===== src/rtl/eclk_bus_sync_pkg.sv =====
// eclk_bus_sync shared types and E-phase constants.
// Imported by the bus interface, the one-hot checker and the top.
package eclk_bus_sync_pkg;

  typedef enum logic [1:0] {
    IDLE  = 2'd0,
    ARMED = 2'd1,
    CYCLE = 2'd2,
    DONE  = 2'd3
  } state_t;

  localparam int E_HIGH_FIRST = 6;
  localparam int E_LAST       = 9;
  localparam int E_PERIOD     = 10;

  // e is registered, so it must be primed one phase before it goes high
  function automatic logic e_next(
    input logic [E_PERIOD-1:0] ph
  );
    return |ph[E_LAST-1:E_HIGH_FIRST-1];
  endfunction

endpackage


===== src/rtl/eclk_bus_sync_if.sv =====
// CPU / peripheral bundle for the E-clock bus cycle controller.
// master drives requests and phase enables, slave is the controller.
interface eclk_bus_sync_if #(
  parameter int DW = 8
) ();
  import eclk_bus_sync_pkg::*;

  logic [E_PERIOD-1:0] eclk;
  logic                req;
  logic                rw;
  logic [DW-1:0]       wdata;
  logic [DW-1:0]       rdata_bus;
  logic                vma;
  logic                e;
  logic                per_rw;
  logic [DW-1:0]       per_wdata;
  logic                per_sel;
  logic [DW-1:0]       rdata;
  logic                ack;
  logic                sync_err;

  modport master (
    output eclk, req, rw, wdata, rdata_bus,
    input  vma, e, per_rw, per_wdata,
    input  per_sel, rdata, ack, sync_err
  );

  modport slave (
    input  eclk, req, rw, wdata, rdata_bus,
    output vma, e, per_rw, per_wdata,
    output per_sel, rdata, ack, sync_err
  );

endinterface


===== src/rtl/eclk_onehot_check.sv =====
// Combinational one-hot detector for the E-phase enables.
// onehot_o is low for zero bits or for more than one bit set.
module eclk_onehot_check
  import eclk_bus_sync_pkg::*;
(
  input  logic [E_PERIOD-1:0] eclk_i,
  output logic                onehot_o
);

  logic [E_PERIOD-1:0] low_cleared;

  assign low_cleared = eclk_i & (eclk_i - E_PERIOD'(1));
  assign onehot_o    = (eclk_i != '0) && (low_cleared == '0);

endmodule


===== src/rtl/eclk_bus_sync.sv =====
// 6800-style VMA/E bus cycle controller for the CIA register space.
// One E-aligned peripheral cycle per CPU request, then a one-cycle ack.
module eclk_bus_sync
  import eclk_bus_sync_pkg::*;
#(
  parameter int DW        = 8,
  parameter int VMA_PHASE = 3
) (
  input logic           clk,
  input logic           reset,
  eclk_bus_sync_if.slave bus
);

  state_t        state_q;
  logic          vma_q;
  logic          e_q;
  logic          e_d;
  logic          per_rw_q;
  logic [DW-1:0] per_wdata_q;
  logic [DW-1:0] rdata_q;
  logic          ack_q;
  logic          sync_err_q;
  logic          sync_err_d;
  logic          drop_q;
  logic          onehot;

  eclk_onehot_check u_chk (
    .eclk_i   (bus.eclk),
    .onehot_o (onehot)
  );

  assign e_d        = e_next(bus.eclk);
  assign sync_err_d = sync_err_q | ~onehot;

  always_ff @(posedge clk) begin
    if (reset) begin
      state_q     <= IDLE;
      vma_q       <= 1'b0;
      e_q         <= 1'b0;
      per_rw_q    <= 1'b1;
      per_wdata_q <= '0;
      rdata_q     <= '0;
      ack_q       <= 1'b0;
      sync_err_q  <= 1'b0;
      drop_q      <= 1'b0;
    end else begin
      e_q        <= e_d;
      sync_err_q <= sync_err_d;
      ack_q      <= 1'b0;
      unique case (state_q)
        IDLE: begin
          if (bus.req) state_q <= ARMED;
        end
        ARMED: begin
          if (!bus.req) begin
            state_q <= IDLE;
          end else if (bus.eclk[VMA_PHASE]) begin
            per_rw_q    <= bus.rw;
            per_wdata_q <= bus.wdata;
            vma_q       <= 1'b1;
            drop_q      <= 1'b0;
            state_q     <= CYCLE;
          end
        end
        CYCLE: begin
          // a started 6800 cycle always runs out; a lost req only kills ack
          if (bus.eclk[E_LAST]) begin
            if (per_rw_q) rdata_q <= bus.rdata_bus;
            vma_q    <= 1'b0;
            per_rw_q <= 1'b1;
            if (drop_q || !bus.req) begin
              state_q <= IDLE;
            end else begin
              ack_q   <= 1'b1;
              state_q <= DONE;
            end
          end else if (!bus.req) begin
            drop_q <= 1'b1;
          end
        end
        DONE: begin
          state_q <= bus.req ? ARMED : IDLE;
        end
        default: state_q <= IDLE;
      endcase
    end
  end

  assign bus.vma       = vma_q;
  assign bus.e         = e_q;
  assign bus.per_rw    = per_rw_q;
  assign bus.per_wdata = per_wdata_q;
  assign bus.per_sel   = vma_q & e_q;
  assign bus.rdata     = rdata_q;
  assign bus.ack       = ack_q;
  assign bus.sync_err  = sync_err_q;

endmodule

===== src/flat_wrapper.sv =====
// flat-port wrapper written by rule: the top's interface ports become plain ports
module eclk_bus_sync_flat import eclk_bus_sync_pkg::*;
#(
  parameter int DW        = 8,
  parameter int VMA_PHASE = 3
)
  (clk, reset, bus_eclk, bus_req, bus_rw, bus_wdata, bus_rdata_bus, bus_vma, bus_e, bus_per_rw, bus_per_wdata, bus_per_sel, bus_rdata, bus_ack, bus_sync_err);
  eclk_bus_sync_if #(.DW(DW)) bus_i ();
  input logic clk;
  input logic reset;
  input wire logic [$bits(bus_i.eclk)-1:0] bus_eclk;
  input wire logic [$bits(bus_i.req)-1:0] bus_req;
  input wire logic [$bits(bus_i.rw)-1:0] bus_rw;
  input wire logic [$bits(bus_i.wdata)-1:0] bus_wdata;
  input wire logic [$bits(bus_i.rdata_bus)-1:0] bus_rdata_bus;
  output wire logic [$bits(bus_i.vma)-1:0] bus_vma;
  output wire logic [$bits(bus_i.e)-1:0] bus_e;
  output wire logic [$bits(bus_i.per_rw)-1:0] bus_per_rw;
  output wire logic [$bits(bus_i.per_wdata)-1:0] bus_per_wdata;
  output wire logic [$bits(bus_i.per_sel)-1:0] bus_per_sel;
  output wire logic [$bits(bus_i.rdata)-1:0] bus_rdata;
  output wire logic [$bits(bus_i.ack)-1:0] bus_ack;
  output wire logic [$bits(bus_i.sync_err)-1:0] bus_sync_err;
  assign bus_i.eclk = bus_eclk;
  assign bus_i.req = bus_req;
  assign bus_i.rw = bus_rw;
  assign bus_i.wdata = bus_wdata;
  assign bus_i.rdata_bus = bus_rdata_bus;
  assign bus_vma = bus_i.vma;
  assign bus_e = bus_i.e;
  assign bus_per_rw = bus_i.per_rw;
  assign bus_per_wdata = bus_i.per_wdata;
  assign bus_per_sel = bus_i.per_sel;
  assign bus_rdata = bus_i.rdata;
  assign bus_ack = bus_i.ack;
  assign bus_sync_err = bus_i.sync_err;
  eclk_bus_sync #(.DW(DW), .VMA_PHASE(VMA_PHASE)) u_core (.clk(clk), .reset(reset), .bus(bus_i));
endmodule

===== config.mk =====
export PLATFORM = sky130hd
export DESIGN_NAME = eclk_bus_sync_flat
export DESIGN_NICKNAME = d
export VERILOG_FILES = /design/src/rtl/eclk_bus_sync_pkg.sv /design/src/rtl/eclk_bus_sync_if.sv /design/src/rtl/eclk_onehot_check.sv /design/src/rtl/eclk_bus_sync.sv /design/src/flat_wrapper.sv
export SDC_FILE = /design/constraint.sdc
export NUM_CORES = 1
export LEC_CHECK = 0
export ABC_CLOCK_PERIOD_IN_PS = 3100
export BUFFER_PORTS_ARGS = -buffer_cell sky130_fd_sc_hd__clkbuf_2
export CAP_MARGIN = 10
export CORE_ASPECT_RATIO = 1.4
export CORE_MARGIN = 5
export CORE_UTILIZATION = 46
export CTS_CLUSTER_SIZE = 12
export DETAILED_ROUTE_END_ITERATION = 12
export PLACE_DENSITY = 0.82
export SYNTH_ARGS = -nofsm -noshare
export SYNTH_HDL_FRONTEND = slang
export SYNTH_SLANG_ARGS = --single-unit

===== constraint.sdc =====
create_clock -name clk -period 3.1 [get_ports clk]
set_input_delay 0.62 -clock clk [delete_from_list [all_inputs] [get_ports clk]]
set_output_delay 0.62 -clock clk [all_outputs]
set_load 0.05 [all_outputs]

==> results.yml <==
run_status:
  outcome: "complete, no violations"
cells_and_area:
  drive_gt1_share_pct: 32.8
  design_area_mm2: 0.00129
  area_growth_pct: 32.0
  n_antenna_cell: 0
  final_nets: 205
setup_path:
  crit_buf_inv: 1
  slowest_delay_ps: 390
  r2r_start: "u_core.state_q[1]"
  criticalPathCategory: "reg2out"
  critPathSlowestCell: "dfxtp_1"
  rr_worst_depth: 4
  endpoint_kind: "output port"
  cp.required_ps: 2480
  path_cells: "and2_1 -> clkbuf_2"
  critPathMaxFanout: 3
  setup.worst_path.start_class: "register"
  reg2reg_to: "u_core.bus.rdata[6]"
  worstPathArrival_ps: 1130
  path_depth: 2
  path_delay_family: "flip-flops"
  r2r_slack_ps: 1740
synth:
  synth_fp_nets: 154
  synthArstFlopShare_pct: 0
  syn_area_per_cell_um2: 7.86
  netlist_top_cells_count: "nand2_1, dfxtp_1, a21oi_1, nor2_1, nor3_1"
  yosysTopAreaCellShare_pct: 49.3
  synth-edff-count: 0
  syn_area_um2: 975
  synth_seq_area_share_pct: 49.3
  synth_area_leaders: "dfxtp_1, nand2_1, a21oi_1, nor2_1, nor3_1"
  ys_ff_latch: 24
  ys_warn_count: 0
  yosysMostFrequentCell: "nand2_1"
  synth_cell_types: 25
  yosys.area.top_type: "dfxtp_1"
  syn_inst: 124
  ys.flop_type: "dfxtp_1"
clock_tree:
  postCtsSetupRepairBufs: 0
  cts_max_level: 1
  cts_inserted_buffers: 3
  clkLatencyLatePin_ps: 320
  cts_hold_buf: 0
  cts_resized: 0
  clk_pin_slew_ps: 140
  clock-sinks: 24
  root_buffer: "clkbuf_4"
  tritoncts: "done"
  cts_buffer_depth: 2
pwr:
  internal_power_uw: 472
  max-vdd-ir-drop_mv: 0.319
  clockPowerShare_pct: 36.2
  p_comb_share_pct: 12.4
  seqPwrFrac_pct: 51.4
  p_per_area_mw_per_mm2: 483
  switching_share_pct: 24.0
  p_sw_uw: 149
  leakage_uw: 0.000567
global_route:
  gr-usage-all-layers_pct: 17.9
  grt-ovfl-total: 0
  grt_max_degree: 23
  antenna_found_initial: 0
  grt_first_pass_wirelength_um: 4580
  first_global_vias: 1078
detailed_routing:
  postRouteAntennaNets: 0
  wl_per_cell_um: 13.4
  wl_um: 2610
  drt_first_pass_iters: 4
  vias: 1039
  vias_per_cell: 5.33
  drcViolationCount: 0
  drt_iter0_drc: 8
placement:
  place_area_mm2: 0.00123
  io_buffer_count: 51
  place.gp.congestion: 0.822
  dpl.hpwl_um: 2130
sta:
  period_needed_ps: 1750
  period_share_pct: 56.5
  finalClockSkew_ps: 15.7
  slew_violations: 0
  fmax_mhz: 571
  finalHoldViolCount: 0
  rsz0062_at_grt: "no"
  slew_headroom_pct: 71.0
  finalSetupViolations: 0
  timing.setup.tns_ps: 0
  tightest_slew_ps: 435
die:
  rows: 19
  fp.dieW_um: 48.9
  io_pins: 52
  coreArea_mm2: 0.00200
  start_util_pct: 48.8
  die_area_mm2: 0.00315
  die_y_um: 64.5
hold_path:
  holdPathEnd: "u_core.bus.rdata[4]"
  hp-class: "reg2reg"
  hold_path_depth: 2
  worstHoldStart: "u_core.bus.rdata[4]"
run:
  maxCapViolCount: 0
[flip-flops by register name, indices dropped and copies added (netlist names)]
| register | cells |
|---|---|
| u_core.bus.rdata | 8 |
| u_core.bus.per_rw | 1 |
| u_core.bus.e | 1 |
| u_core.bus.ack | 1 |
| u_core.state_q | 2 |
| u_core.drop_q | 1 |
| u_core.bus.per_wdata | 8 |
| u_core.bus.vma | 1 |
| u_core.bus.sync_err | 1 |
[per-layer routing]
layer,part of all wire (%),GRT usage [%]
met5,0,0
met4,3.1,12.5
met3,9.0,5.05
met2,50,32.7
met1,38,17.0
[worst register-to-register path, delay by kind of cell, from the launching register on]
kind | cells | cell delay [ps]
flip-flops | 1 | 350
AO/OA/AOI/OAI | 1 | 130
AND/OR/NAND/NOR | 3 | 810
[area by class of cell]
| type | count | area [µm²] |
|---|---|---|
| flip-flops and latches | 24 | 480 |
| inverters | 2 | 7.51 |
| multi-input cells | 93 | 464 |
| well taps | 21 | 26.3 |
| clock buffers | 3 | 22.5 |
| clock inverters | 1 | 30.0 |
| repair buffers | 51 | 255 |
| fillers | 202 | 711 |
[worst max path at each step]
stage                        start             endpoint  slack [ps]
finish              u_core.bus.vma          bus_per_sel        1350
detailed placement     bus_eclk[0]  u_core.bus.sync_err        1300
CTS                 u_core.bus.vma          bus_per_sel        1350
global placement       bus_eclk[4]  u_core.bus.sync_err        1390
floorplan           u_core.bus.vma          bus_per_sel        1350
global route        u_core.bus.vma          bus_per_sel        1280
[power by group through the flow]
stage               sequential, µW  clock (µW)  combinational [µW]
global route                   321         247                84.4
floorplan                      344           0                25.6
CTS                            319         229                77.6
global placement               326           0                74.8
finish                         319         225                77.3
detailed placement             326           0                77.4
[logic make-up (layout without fill, tap and decap cells)]
logic type | Yosys count | in the layout | synth area share [%]
AO/OA/AOI/OAI | 31 | 31 | 19.3
buffers and inverters | 7 | 57 | 3.08
AND/OR/NAND/NOR | 61 | 61 | 27.2
adder cells (fa/ha/maj) | 1 | 1 | 1.16
flip-flops | 24 | 24 | 49.3
[cells in the final DEF, fill, tap and decap left out, types with 2 or more instances in the layout]
master and n:
a21oi_1 20, a221oi_1 2, and3_1 2, clkbuf_2 51, clkbuf_4 3, dfxtp_1 24, inv_1 2, nand2_1 34
nand3_1 4, nor2_1 10, nor3_1 5, o21ai_0 3
[through the flow]
stage	power, µW	utilization, %	worst slack [ps]	instances	hold slack [ps]
after floorplan	370	-	1350	124	429
after global placement	400	61.8	1390	191	442
after detailed placement	403	61.8	1300	191	445
after CTS	626	64.4	1350	195	464
after global routing	652	64.4	1280	195	484
final	621	64.4	1350	195	461
No activity file was read; power rests on OpenSTA's default activity.
